==> config.mk <==
export PLATFORM = sky130hd
export DESIGN_NAME = uart_rx_fifo
export DESIGN_NICKNAME = d
export VERILOG_FILES = /design/src/rtl/uart_rx_fifo.sv
export SDC_FILE = /design/constraint.sdc
export NUM_CORES = 1
export LEC_CHECK = 0
export ABC_AREA = 1
export CORE_ASPECT_RATIO = 0.75
export CORE_MARGIN = 2
export CORE_UTILIZATION = 40
export CTS_CLUSTER_DIAMETER = 40
export DETAILED_ROUTE_END_ITERATION = 10
export PLACE_DENSITY_LB_ADDON = 0.25
export SLEW_MARGIN = 20
export SYNTH_ARGS = -nofsm -noshare
export SYNTH_HDL_FRONTEND = slang
export SYNTH_SLANG_ARGS = --single-unit
==> constraint.sdc <==
create_clock -name CLK -period 3.02 [get_ports CLK]
set_input_delay 0.302 -clock CLK [delete_from_list [all_inputs] [get_ports CLK]]
set_output_delay 0.302 -clock CLK [all_outputs]
set_load 0.1 [all_outputs]
==> src/rtl/uart_rx_fifo.sv <==
// UART 8N1 receiver: rx synchroniser, start-bit validation, LSB-first deserialiser,
// and a small circular byte FIFO presented to the consumer over valid/ready.
//
// state       | meaning
// S_IDLE      | line idle, waiting for rx_s low
// S_START     | timing to mid start bit, rejects glitches
// S_DATA      | sampling 8 data bits, LSB first
// S_STOP      | sampling stop bit: commit byte or flag framing error
// S_WAIT_HIGH | framing error seen, holding off until the line returns high
module uart_rx_fifo #(
    parameter int CLKS_PER_BIT = 723,
    parameter int FIFO_DEPTH   = 8
) (
    input  logic                        CLK,
    input  logic                        RST_N,
    input  logic                        rx,
    output logic                        out_valid,
    input  logic                        out_ready,
    output logic [7:0]                  out_data,
    output logic [$clog2(FIFO_DEPTH):0] level,
    output logic                        frame_err,
    output logic                        overrun
);
    localparam int AW = $clog2(FIFO_DEPTH);
    localparam int LW = AW + 1;
    localparam int CW = $clog2(CLKS_PER_BIT);
    localparam logic [CW-1:0] HALF_M1 = CW'(CLKS_PER_BIT / 2 - 1);
    localparam logic [CW-1:0] BIT_M1  = CW'(CLKS_PER_BIT - 1);
    localparam logic [LW-1:0] DEPTH   = LW'(FIFO_DEPTH);

    typedef enum logic [2:0] {
        S_IDLE,
        S_START,
        S_DATA,
        S_STOP,
        S_WAIT_HIGH
    } state_t;

    logic          rx_m_q, rx_s_q;
    state_t        state_q, state_d;
    logic [CW-1:0] cnt_q, cnt_d;
    logic [2:0]    bit_idx_q, bit_idx_d;
    logic [7:0]    shift_q, shift_d;
    logic          frame_err_q, frame_err_d;
    logic          overrun_q, overrun_d;
    logic [AW-1:0] wr_ptr_q, wr_ptr_d;
    logic [AW-1:0] rd_ptr_q, rd_ptr_d;
    logic [LW-1:0] count_q, count_d;
    logic [7:0]    out_data_q, out_data_d;
    logic [7:0]    mem_q [FIFO_DEPTH];
    logic          commit, pop, push, full;

    // Down-counter reloaded on every state change; a sample is taken at terminal count.
    always_comb begin
        state_d     = state_q;
        cnt_d       = cnt_q;
        bit_idx_d   = bit_idx_q;
        shift_d     = shift_q;
        commit      = 1'b0;
        frame_err_d = 1'b0;
        case (state_q)
            S_IDLE: begin
                if (!rx_s_q) begin
                    state_d = S_START;
                    cnt_d   = HALF_M1;
                end
            end
            S_START: begin
                if (cnt_q == '0) begin
                    cnt_d = BIT_M1;
                    if (rx_s_q) begin
                        state_d = S_IDLE;
                    end else begin
                        state_d   = S_DATA;
                        bit_idx_d = 3'd0;
                    end
                end else begin
                    cnt_d = cnt_q - 1'b1;
                end
            end
            S_DATA: begin
                if (cnt_q == '0) begin
                    cnt_d   = BIT_M1;
                    shift_d = {rx_s_q, shift_q[7:1]};
                    if (bit_idx_q == 3'd7) begin
                        state_d = S_STOP;
                    end else begin
                        bit_idx_d = bit_idx_q + 1'b1;
                    end
                end else begin
                    cnt_d = cnt_q - 1'b1;
                end
            end
            S_STOP: begin
                if (cnt_q == '0) begin
                    cnt_d = BIT_M1;
                    if (rx_s_q) begin
                        commit  = 1'b1;
                        state_d = S_IDLE;
                    end else begin
                        frame_err_d = 1'b1;
                        state_d     = S_WAIT_HIGH;
                    end
                end else begin
                    cnt_d = cnt_q - 1'b1;
                end
            end
            S_WAIT_HIGH: begin
                if (rx_s_q) begin
                    state_d = S_IDLE;
                    cnt_d   = BIT_M1;
                end
            end
            default: state_d = S_IDLE;
        endcase
    end

    always_comb begin
        full      = (count_q == DEPTH);
        pop       = (count_q != '0) && out_ready;
        push      = commit && (!full || pop);
        overrun_d = commit && !push;
        wr_ptr_d  = push ? wr_ptr_q + 1'b1 : wr_ptr_q;
        rd_ptr_d  = pop ? rd_ptr_q + 1'b1 : rd_ptr_q;
        count_d   = count_q;
        if (push && !pop) begin
            count_d = count_q + LW'(1);
        end else if (pop && !push) begin
            count_d = count_q - LW'(1);
        end
        // Head is re-registered each cycle; bypass when the new head is the byte being written.
        out_data_d = out_data_q;
        if (count_d != '0) begin
            if (push && (rd_ptr_d == wr_ptr_q)) begin
                out_data_d = shift_q;
            end else begin
                out_data_d = mem_q[rd_ptr_d];
            end
        end
    end

    always_ff @(posedge CLK or negedge RST_N) begin
        if (!RST_N) begin
            rx_m_q      <= 1'b1;
            rx_s_q      <= 1'b1;
            state_q     <= S_IDLE;
            cnt_q       <= '0;
            bit_idx_q   <= '0;
            shift_q     <= '0;
            frame_err_q <= 1'b0;
            overrun_q   <= 1'b0;
            wr_ptr_q    <= '0;
            rd_ptr_q    <= '0;
            count_q     <= '0;
            out_data_q  <= '0;
        end else begin
            rx_m_q      <= rx;
            rx_s_q      <= rx_m_q;
            state_q     <= state_d;
            cnt_q       <= cnt_d;
            bit_idx_q   <= bit_idx_d;
            shift_q     <= shift_d;
            frame_err_q <= frame_err_d;
            overrun_q   <= overrun_d;
            wr_ptr_q    <= wr_ptr_d;
            rd_ptr_q    <= rd_ptr_d;
            count_q     <= count_d;
            out_data_q  <= out_data_d;
        end
    end

    always_ff @(posedge CLK) begin
        if (push) begin
            mem_q[wr_ptr_q] <= shift_q;
        end
    end

    assign out_valid = (count_q != '0);
    assign out_data  = out_data_q;
    assign level     = count_q;
    assign frame_err = frame_err_q;
    assign overrun   = overrun_q;

endmodule

# Word-level counts from Yosys, hierarchy flattened
# Memory sizes are Yosys's and may differ from the RTL's. A register that Yosys moved wholly into a read port is not among the register bits.
# Index checks and enable logic that the tools add are counted.
[word_totals]
in_bits = 4
output_inout_bits = 15
wordCells = 82
ram_bits = 64
regBits = 38
n_memories = 1
[memory_table]
columns = ["name", "words", "word_bits", "rd", "rd_ports_with_merged_regs", "write_ports", "line_no", "source"]
rows = [
  ["mem_q", 8, 8, 1, 1, 1, "50", "logic [7:0] mem_q [FIFO_DEPTH];"],
]
[op_classes]
n_addsub = 6
n_mux = 29
reduce_logical = 21
eq_ne = 14
[ops]
columns = ["cell", "n"]
rows = [
  ["two-way mux 3 bit", 12],
  ["two-way mux 10 bit", 3],
  ["case mux 10 bit (3 select lines)", 1],
  ["!= test 2 bit (second input constant)", 8],
  ["case mux 3 bit (5 select lines)", 1],
  ["zero test 10 bit", 1],
  ["subtractor 10 x 1 -> 10 bit (second input constant)", 1],
  ["adder 3 x 1 -> 3 bit (second input constant)", 3],
  ["two-way mux 1 bit", 8],
  ["two-way mux 4 bit", 2],
  ["nonzero test 4 bit", 2],
  ["equality test 3 x 2 -> 1 bit (second input constant)", 2],
  ["equality test 3 bit (second input constant)", 2],
  ["case mux 3 bit (2 select lines)", 1],
  ["AND reduction 6 bit", 1],
  ["logical AND 1 bit", 5],
  ["AND reduction 5 bit", 1],
  ["adder 4 x 1 -> 4 bit (second input constant)", 1],
  ["equality test 4 bit (second input constant)", 1],
  ["zero test 1 bit", 4],
  ["subtractor 4 x 1 -> 4 bit (second input constant)", 1],
  ["equality test 3 x 1 -> 1 bit (second input constant)", 1],
  ["zero test 3 bit", 1],
  ["AND reduction 3 bit", 1],
  ["other kinds (6)", 6],
]

# Logic depth before layout (Yosys ltp)
# Gate-level depths: netlist of run 1.
[logic_depth]
depth_word = 9
depth_mapped = 15
ltp_nobuf = 15

# Worst setup path before layout of run 1
# OpenSTA, ideal clock, no wires.
[synth_path]
path_kind = "flip-flop to flip-flop"
start = "reg count_q[0] (netlist: level[0])"
end = "mem mem_q[5][0] (enable)"
stages_incl_launch_ff = 8
setup_slack_ns = 0.052
setup_ns = 0.383
arrival_time_ns = 2.585
required_ns = 2.637
path_buffers = 0
synth_period_minus_slack_ns = 2.968
path_cell_list = "dfrtp_1 inv_1 ha_1 nand3_1 nand3_1 inv_1 nand2_1 nor3_1"
[synth_via]
elab_chain_len = 6
elab_cells_between_ends = 8
classes_between = "1 x eq/ne; 2 x mux; 5 x reduce/logical"
[synth_rtl]
columns = ["item", "line_no", "source"]
rows = [
  ["from (decl)", "48", "logic [LW-1:0] count_q, count_d;"],
  ["from (signal assigned)", "167", "count_q <= count_d;"],
  ["equality test 4 bit / nonzero test 4 bit (equally long branches)", "119, 120", ""],
  ["zero test 1 bit / logical AND 1 bit (equally long branches)", "121, 120", ""],
  ["logical OR 1 bit (*)", "121", "push = commit && (!full || pop);"],
  ["logical AND 1 bit (*)", "121", ""],
  ["two-way mux 1 bit (*)", "173", "if (push) begin"],
  ["two-way mux 1 bit (not written as such) (*)", "174", "mem_q[wr_ptr_q] <= shift_q;"],
  ["to (decl)", "50", ""],
]
# Every way passes the cells marked *; elsewhere a longest branch is shown, timed or not.

# Worst setup path after layout of run 1
[layout_path]
start = "reg cnt_q[0]"
end = "mem mem_q[2][5] (enable)"
[layout_via]
elab_chain_len = 6
[layout_rtl]
columns = ["item", "line_no", "source"]
rows = [
  ["from (decl)", "41", "logic [CW-1:0] cnt_q, cnt_d;"],
  ["from (signal assigned)", "160", "cnt_q <= cnt_d;"],
  ["zero test 10 bit", "95", "if (cnt_q == '0) begin"],
  ["two-way mux 1 bit", "95", ""],
  ["two-way mux 1 bit", "61", "case (state_q)"],
  ["logical AND 1 bit", "121", ""],
  ["two-way mux 1 bit", "173", ""],
  ["two-way mux 1 bit (not written as such)", "174", ""],
]
# Every way passes these cells.

==> metrics.md, run 1 <==
| Metric | Value |
|---|---|
| WL final | `12740 um` |
| Total gr overflow | `0` |
| Capture point of the worst reg-to-reg path | `mem_q[2][5]` |
| Final setup fails | `0` |
| Syn. warnings | `0` |
| Hold Startpoint | `rx` |
| WHS | `352.2 ps` |
| Worst min path class | `input port to register` |
| Die Y | `105.6 um` |
| WL per Instance | `15.96 um` |
| Routability Congestion | `0.8462` |
| Worst slew pin tran | `972.5 ps` |
| Grt peak-use layer | `met1` |
| Required @ worst endpoint | `3080 ps` |
| RSZ-0062 raised after global routing | `no` |
| Fin. Hold Viols | `0` |
| Post-Synthesis Cells | `591` |
| XOR/XNOR Fraction of Synth Area | `1.592%` |
| Post-synthesis mux area share | `0%` |
| Startpoint types | `register` |
| DRC Markers | `0` |
| IO Count | `19` |
| Pin count of the biggest net entering global routing | `47` |
| Yosys cell types | `35` |
| Comb pwr share | `41.2%` |
| CP Class | `register to register` |
| Seq/Total Area, Yosys | `55.90%` |
| Post-synth EDFFs | `64` |
| First-pass GRT wire length | `20810 um` |
| # clock sinks | `110` |
| H-tree depth | `3` |
| CTS max path bufs | `2` |
| Number of max-cap violations | `0` |
| Fin crit period | `2567 ps` |
| Initial core utilization | `40.56%` |
| Hold path endpoint | `rx_m_q` |
| Area grow syn2layout | `12.46%` |
| Antenna diodes | `0` |
| Status | `completed` |
| Power, Total | `5.077 mW` |
| Max Fclk | `389.6 MHz` |
| Worst EP arrival | `2630 ps` |
| Largest family of logic cells by synthesized area | `simple AND/OR/NAND/NOR gates` |
| Final std cells w/o fill | `798` |
| Die ar. | `0.01472 mm2` |
| Simple-gate portion of the synthesized area | `29.00%` |
| DR vias | `4080` |
| Worst Skew | `10.42 ps` |
| Synthesis-stage register bit count | `110` |
| Maximum vdd drop | `0.8208 mV` |
| Net Switching | `2.192 mW` |
| FF-to-FF path depth | `11` |
| Final Worst Setup Slack | `453.2 ps` |
| CTS tree | `built` |
| CTS Buf Count | `9` |
| Adder-cell area share of the yosys netlist | `1.819%` |
| Number of global-route vias before repair | `3905` |
| Reg2reg setup slack | `450 ps` |
| Reg-to-reg critical path startpoint | `cnt_q[0]` |
| Met1 GRT Util | `27.59%` |
| Synthesized area | `0.005502 mm2` |
| Power per Cell Area | `820.5 mW/mm2` |
| Die span in x | `139.4 um` |
| Met2 usage in global routing | `26.12%` |
| Pleak | `2.826 nW` |
| Tot GR Track Use | `18.14%` |
| Post-CTS Resized | `0` |
| Placed cells | `781` |
| Fin nets | `630` |
| Drt via density | `5.113` |
| Part of the power in registers | `34.9%` |
| Post-route setup TNS | `0 ps` |
| Syn avg cell area | `9.309 um2` |
| Clk slew on worst S/H paths | `70 ps` |
| First drt pass iteration count | `5` |
| GR Util met3 | `4.316%` |
| Power Internal | `2.884 mW` |
| Row Count | `37` |
| Max FO, Critical Path | `8` |
| Hold Path Depth | `1` |
| Ratio of cells with drive above 1 in the final layout | `11.72%` |
| CP endpoint kind | `register` |
| DRT iter0 DRCs | `354` |
| Switch share | `43.19%` |
| Clock power frac | `23.9%` |
| Number of port buffers | `18` |
| Final Cycle Share | `84.99%` |
| Synth Net Count | `603` |
| Antenna violations before repair | `0` |
| Slew Limit Fails | `0` |
| Dpl hpwl | `9086 um` |
| Detail Route Antenna Nets | `0` |
| Compound-cell area share of the yosys netlist | `3.161%` |
| Slew headroom | `34.97%` |
| Root Buffer | `clkbuf_16` |
| Async SR Flop Fraction | `41.82%` |
| Main synth FF type | `edfxtp_1` |
| Worst skew pair latency | `350 ps` |
| Dpl ws | `493.6 ps` |
| Core Region | `0.01356 mm2` |
## metrics by stage
stage          util (%)  area, um2
5_1_grt           45.61       6187
4_1_cts           45.52       6175
6_report          45.61       6187
3_5_place_dp      43.22       5863
2_1_floorplan         -       5502
3_3_place_gp      43.22       5863
## cells in the mapped netlist (2+ instances only)
master	instances	share of area [%]
nand2_1	126	8.6
nand3_1	120	11
inv_1	91	6.2
edfxtp_1	64	35
dfrtp_1	44	20
nor2_1	25	1.7
o21ai_0	17	1.5
nor3_1	10	0.91
inv_2	9	0.61
nand3b_1	9	1.2
ha_1	8	1.8
xor2_1	8	1.3
a21oi_1	6	0.55
buf_2	6	0.55
nand2_2	6	0.68
nand2_4	6	1.2
nand3_2	6	1.1
buf_4	3	0.41
buf_6	3	0.61
nor2_4	3	0.61
a32o_1	2	0.36
dfstp_2	2	0.96
nor2_2	2	0.23
nor2_8	2	0.73
o22ai_1	2	0.23
xnor2_1	2	0.32
## worst max-delay path by stage
| stage | cells after the start | startpoint | endpoint | slack, ps |
|---|---|---|---|---|
| after CTS | 11 | cnt_q[0] | mem_q[2][1] | 510 |
| after detailed placement | 8 | out_ready | mem_q[2][5] | 490 |
| final | 11 | cnt_q[0] | mem_q[2][5] | 450 |
| after global routing | 11 | cnt_q[0] | mem_q[2][5] | 210 |
| after floorplan | 7 | level[0] | mem_q[5][0] | 50 |
| after global placement | 8 | out_ready | mem_q[2][0] | 580 |
## power groups by stage
| stage | logic [mW] | registers (mW) | clock network [mW] |
|---|---|---|---|
| after detailed placement | 2.08 | 1.80 | 0 |
| final | 2.09 | 1.77 | 1.21 |
| after global routing | 2.27 | 1.78 | 1.30 |
| after global placement | 2.06 | 1.80 | 0 |
| after CTS | 2.09 | 1.77 | 1.24 |
| after floorplan | 1.12 | 2.32 | 0 |
## state kept, by name (all words and copies together), names as in the netlist
name       cells
frame_err      1
out_data       8
rx_m_q         1
overrun        1
rd_ptr_q       3
level          4
rx_s_q         1
mem_q         64
shift_q        8
state_q        3
wr_ptr_q       3
cnt_q         10
bit_idx_q      3
## layout by cell type, fill, tap and decap left out, drive strengths merged
cell           instances
a21oi                  6
a22oi                  1
a31oi                  1
a32o                   2
buf                   18
clkbuf                12
clkdlybuf4s50         10
clkinv                 2
clkinvlp               1
dfrtp                 44
dfstp                  2
dlygate4sd3            1
edfxtp                64
ha                     8
inv                  102
nand2                139
nand3                127
nand3b                 9
nand4                  1
nor2                  32
nor3                  10
o21ai                 18
o21bai                 1
o22ai                  2
xnor2                  2
xor2                   8
## routing by layer
layer / routed length [um] / up-vias / share of wire (%)
li1: - / 1990 / -
met1: 6470 / 1960 / 51
met2: 5415 / 120 / 43
met3: 733 / 10 / 5.8
met4: 120 / 0 / 0.94
met5: 0 / - / 0
## final cells by class
type | instances | area, um2
sequential | 110 | 3075
tap | 175 | 219.0
inverter | 101 | 379.1
clock inverter | 4 | 33.78
fill | 1309 | 7377
timing repair buffer | 29 | 245.2
multi-input combinational | 367 | 1957
clock buffer | 12 | 277.8
## logic make-up after synthesis
| group | count (synthesis) |
|---|---|
| compound gates | 31 |
| xor+xnor | 10 |
| fa+ha+maj | 8 |
| buf+inv | 114 |
| flops | 110 |
| simple gates | 318 |
## what timing repair did
action | CTS | global route
hold buffers | 0 | 1
buffers inserted | 0 | 0
hold endpoints to repair | 0 | 13
endpoints found under the setup margin | 0 | 0
## critical path: stages (launching register included)
cell	delay, ps
dfrtp_1	420
inv_1	120
ha_1	230
inv_1	50
nor2_1	80
nand3_1	80
nor2_2	300
nand3_1	190
inv_1	170
nand2_1	150
nor3_1	260
buf_4	240
No activity file was read; power rests on OpenSTA's default activity.
==> run 2, diff against run 1 <==
clock period = 2.25 ns   (was 3.02 ns; I/O delays follow)
==> metrics.md, run 2 (synthesized netlist as in run 1, its figures left out) <==
| Metric | Value |
|---|---|
| Status | `completed` |
| Die span in x | `139.4 um (unchanged)` |
| Final std cells w/o fill | `819 (+2.6%)` |
| Maximum vdd drop | `1.146 mV (+40%)` |
| CP Class | `register to register` |
| # fillers | `1279 (-2.3%)` |
| Fin. Hold Viols | `0 (unchanged)` |
| Dpl ws | `57.99 ps (-435.6 ps)` |
| CTS max path bufs | `2 (unchanged)` |
| Number of port buffers | `18 (unchanged)` |
| WL per Instance | `15.58 um (-2.4%)` |
| Final Cycle Share | `93.40% (+8.4 points)` |
| Most frequent cells in the layout | `nand2_1 (121), nand3_1 (118), inv_1 (86), edfxtp_1 (64), buf_4 (42)` |
| Slew headroom | `61.37% (+26 points)` |
| Area grow syn2layout | `17.99%` |
| # clock sinks | `110 (unchanged)` |
| Ratio of cells with drive above 1 in the final layout | `20.03% (+8.3 points)` |
| Max FO, Critical Path | `8 (unchanged)` |
| Slew Limit Fails | `0 (unchanged)` |
| Power per Cell Area | `1095 mW/mm2 (+33%)` |
| Tot GR Track Use | `18.17% (+0.034 points)` |
| Pin count of the biggest net entering global routing | `21 (-55%)` |
| Placed cells | `790 (+1.2%)` |
| Fin crit period | `2101 ps (-465.4 ps)` |
| Area of the multi-input gates | `0.002091 mm2 (+6.8%)` |
| IO Count | `19 (unchanged)` |
| Clk slew on worst S/H paths | `70 ps (about the same)` |
| Root Buffer | `clkbuf_16` |
| CP endpoint kind | `register` |
| Worst Skew | `9.580 ps (-0.8378 ps)` |
| DR vias | `4147 (+1.6%)` |
| RSZ-0062 raised after global routing | `yes` |
| Max Fclk | `475.9 MHz (+22%)` |
| Drt via density | `5.063 (-0.96%)` |
| Pleak | `2.964 nW (+4.9%)` |
| Final Worst Setup Slack | `148.6 ps (-304.6 ps)` |
| Dpl hpwl | `9063 um (-0.25%)` |
| WHS | `274.4 ps (-77.77 ps)` |
| Worst skew pair latency | `350 ps (about the same)` |
| Worst min path class | `input port to register` |
| CTS tree | `built` |
| Total gr overflow | `0 (unchanged)` |
| Die ar. | `0.01472 mm2 (unchanged)` |
| Detail Route Antenna Nets | `0 (unchanged)` |
| Core Region | `0.01356 mm2 (unchanged)` |
| WL final | `12760 um (+0.14%)` |
| Required @ worst endpoint | `2490 ps (-590 ps)` |
| Row Count | `37 (unchanged)` |
| Antenna violations before repair | `0 (unchanged)` |
| CTS Buf Count | `9 (unchanged)` |
| First drt pass iteration count | `5 (unchanged)` |
| Worst EP arrival | `2340 ps (-290 ps)` |
| Post-layout util | `47.86% (+2.2 points)` |
| Biggest register | `mem_q` |
| Post-layout instance area | `0.006491 mm2 (+4.9%)` |
| Commonest non-fill, non-tap cell in the layout | `nand2_1` |
| Fin nets | `651 (+3.3%)` |
| DRT iter0 DRCs | `353 (-0.28%)` |
| Number of global-route vias before repair | `3814 (-2.3%)` |
| DRC Markers | `0 (unchanged)` |
| H-tree depth | `3 (unchanged)` |
| Number of max-cap violations | `0 (unchanged)` |
| Antenna diodes | `0 (unchanged)` |
| Initial core utilization | `40.56% (unchanged)` |
| First-pass GRT wire length | `20610 um (-0.96%)` |
| Reg area | `0.003085 mm2 (+0.33%)` |
| Post-DP Area | `0.005981 mm2 (+2.0%)` |
| Routability Congestion | `0.9223 (+9.0%)` |
| Worst slew pin tran | `579.4 ps (-393.0 ps)` |
| Die Y | `105.6 um (unchanged)` |
| Largest registers | `mem_q: 64 flops, cnt_q: 10 flops` |
| Max reg flops | `64 (unchanged)` |
| Final setup fails | `0 (unchanged)` |
| Startpoint types | `register` |
run 2: worst paths after layout:
path                            cells past startpoint     endpoint  slack [ps]     start
worst min register to register                      0       rx_s_q         360    rx_m_q
worst min-delay path                                1       rx_m_q         270        rx
min in group asynchronous                           2     cnt_q[5]         360     RST_N
max in group asynchronous                           3       rx_s_q        1200     RST_N
worst max register to register                     13  out_data[7]         150  level[0]
worst max-delay path                               13  out_data[7]         150  level[0]
run 2: layer usage:
metal	GRT usage, %	vias to the layer above	share of wire, %
met5	0	-	0
met4	5.772	0	2.0
met3	3.453	23	6.7
met2	24.58	141	41
met1	28.96	1943	51
li1	-	2040	-
run 2: what timing repair did:
action / in CTS / in global routing
setup endpoints to repair: 0 / 72
hold endpoints to repair: 18 / 0
setup buffers: 0 / 10
gates resized for setup: 0 / 19
hold buffers: 1 / 0
run 2: through the flow:
step	power, mW	setup TNS (ps)
global route	7.482	-29.80
floorplan	4.673	-362.5
CTS	6.990	0
finish	7.107	0
global placement	5.288	0
detailed placement	5.298	0
run 2: critical path: stages (launching register included):
cell     delay, ps
dfrtp_4        520
inv_4           90
ha_4           150
nand3_1        140
buf_4          190
nand4_4        140
inv_2           60
buf_4          120
nand2_1         90
nand2_4         90
nor2_8         160
nand2_4         90
nand2_1         90
nand2_1         60
run 2: power by group:
part / internal, mW / total [mW] / switching [mW]
Clock: 0.969 / 1.68 / 0.714
Combinational: 0.852 / 3.01 / 2.16
Sequential: 2.27 / 2.41 / 0.142
run 2: layout make-up:
cell class / count / share of cell area, %
flip-flops and latches: 110 / 47.53
well taps: 175 / 3.373
multi-input cells: 369 / 32.21
clock buffers: 14 / 4.780
repair buffers: 48 / 5.879
clock inverters: 2 / 0.2313
inverters: 101 / 5.995
==> run 3, diff against run 2 <==
CELL_PAD_IN_SITES_DETAIL_PLACEMENT = 0   (was default)
CELL_PAD_IN_SITES_GLOBAL_PLACEMENT = 1   (was default)
PLACE_DENSITY_LB_ADDON = 0.3   (was 0.25)
==> metrics.md, run 3 (synthesized netlist as in run 1, its figures left out) <==
| Metric | Value |
|---|---|
| Root Buffer | `clkbuf_16` |
| Maximum vdd drop | `1.312 mV (+14%)` |
| Drt via density | `4.956 (-2.1%)` |
| Most frequent cells in the layout | `nand2_1 (121), nand3_1 (116), inv_1 (88), edfxtp_1 (64), buf_4 (44)` |
| WHS | `276.6 ps (+2.191 ps)` |
| Largest registers | `mem_q: 64 flops, cnt_q: 10 flops` |
| Slew Limit Fails | `0 (unchanged)` |
| WL per Instance | `15.14 um (-2.8%)` |
| Worst EP arrival | `2350 ps (about the same)` |
| Worst skew pair latency | `350 ps (about the same)` |
| Power per Cell Area | `1087 mW/mm2 (-0.72%)` |
| DR vias | `4069 (-1.9%)` |
| DRT iter0 DRCs | `267 (-24%)` |
| Required @ worst endpoint | `2500 ps (about the same)` |
| IO Count | `19 (unchanged)` |
| Max reg flops | `64 (unchanged)` |
| Max Fclk | `474.5 MHz (-0.30%)` |
| Placed cells | `793 (+0.38%)` |
| Die ar. | `0.01472 mm2 (unchanged)` |
| Fin crit period | `2108 ps (+6.249 ps)` |
| Die Y | `105.6 um (unchanged)` |
| Fin. Hold Viols | `0 (unchanged)` |
| WL final | `12430 um (-2.6%)` |
| Reg area | `0.003085 mm2 (unchanged)` |
| Tot GR Track Use | `17.65% (-0.52 points)` |
| Antenna diodes | `0 (unchanged)` |
| Post-layout instance area | `0.006495 mm2 (about the same)` |
| First drt pass iteration count | `5 (unchanged)` |
| First-pass GRT wire length | `19960 um (-3.1%)` |
| CP Class | `register to register` |
| Total gr overflow | `0 (unchanged)` |
| Worst min path class | `input port to register` |
| Ratio of cells with drive above 1 in the final layout | `20.28% (+0.25 points)` |
| Fin nets | `653 (+0.31%)` |
| Dpl ws | `109.0 ps (+51.00 ps)` |
| Worst slew pin tran | `635.4 ps (+56.01 ps)` |
| DRC Markers | `0 (unchanged)` |
| Biggest register | `mem_q` |
| Pin count of the biggest net entering global routing | `28 (+33%)` |
| Final Worst Setup Slack | `142.3 ps (-6.249 ps)` |
| Area of the multi-input gates | `0.002079 mm2 (-0.54%)` |
| Post-route setup TNS | `0 ps (unchanged)` |
| Pleak | `2.984 nW (+0.68%)` |
| Number of global-route vias before repair | `3695 (-3.1%)` |
| CTS tree | `built` |
| Initial core utilization | `40.56% (unchanged)` |
| Final Cycle Share | `93.67% (+0.28 points)` |
| H-tree depth | `3 (unchanged)` |
| # clock sinks | `110 (unchanged)` |
| # fillers | `1264 (-1.2%)` |
| CTS Buf Count | `9 (unchanged)` |
| Final setup fails | `0 (unchanged)` |
| Slew headroom | `57.64% (-3.7 points)` |
| Row Count | `37 (unchanged)` |
| Antenna violations before repair | `0 (unchanged)` |
| Worst Skew | `12.17 ps (+2.588 ps)` |
| Die span in x | `139.4 um (unchanged)` |
| Final std cells w/o fill | `821 (+0.24%)` |
| Routability Congestion | `0.8315 (-9.8%)` |
| CP endpoint kind | `register` |
| Clk slew on worst S/H paths | `70 ps (about the same)` |
| Post-layout util | `47.88% (about the same)` |
| Area grow syn2layout | `18.06% (about the same)` |
| CTS max path bufs | `2 (unchanged)` |
| Power, Total | `7.060 mW (-0.66%)` |
| Number of max-cap violations | `0 (unchanged)` |
| Number of port buffers | `18 (unchanged)` |
| Status | `completed` |
| Post-DP Area | `0.006028 mm2 (+0.79%)` |
| Detail Route Antenna Nets | `0 (unchanged)` |
| Max FO, Critical Path | `7 (-1)` |
| Commonest non-fill, non-tap cell in the layout | `nand2_1` |
| Core Region | `0.01356 mm2 (unchanged)` |
| Dpl hpwl | `9110 um (+0.51%)` |
| Startpoint types | `register` |
-- run 3: final timing paths --
| path | endpoint | slack (ps) | startpoint | depth (start not counted) |
|---|---|---|---|---|
| worst max-delay path | out_data[1] | 140 | level[0] | 13 |
| max in group asynchronous | shift_q[0] | 1200 | RST_N | 3 |
| worst max register to register | out_data[1] | 140 | level[0] | 13 |
| worst min register to register | rx_s_q | 360 | rx_m_q | 0 |
| worst min-delay path | rx_m_q | 280 | rx | 1 |
| min in group asynchronous | state_q[0] | 430 | RST_N | 2 |
-- run 3: what timing repair did --
action | 4_1_cts | 5_1_grt
buffers inserted | 0 | 10
endpoints found under the setup margin | 0 | 72
endpoints found under the hold margin | 23 | 0
gates resized for setup | 0 | 16
hold buffers | 1 | 0
-- run 3: cell type report --
| class | instances | share of cell area, % |
|---|---|---|
| Clock buffer | 13 | 4.392 |
| Clock inverter | 3 | 0.3468 |
| Inverter | 101 | 5.953 |
| Multi-Input combinational cell | 368 | 32.02 |
| Sequential cell | 110 | 47.51 |
| Tap cell | 175 | 3.371 |
| Timing Repair Buffer | 51 | 6.415 |
-- run 3: power by group --
group,total [mW],switching [mW],internal [mW]
registers,2.40,0.130,2.27
logic,3.06,2.15,0.910
clock network,1.60,0.704,0.898
total,7.06,2.98,4.08
-- run 3: layer usage --
layer | track usage (%) | wire, um
met3 | 3.408 | 562
met4 | 4.618 | 153
met1 | 27.39 | 6407
met5 | 0 | 0
met2 | 25.18 | 5305
-- run 3: critical path, cell delays in order, from the launching register on --
cell and delay, ps:
dfrtp_4 520, inv_4 80, ha_4 160, nand3_4 160
nand2_8 150, buf_4 120, nand4_4 140, nand3_1 160
nand2_1 80, nand2_1 110, inv_4 60, buf_4 130
nand3_1 60, nand2_1 60
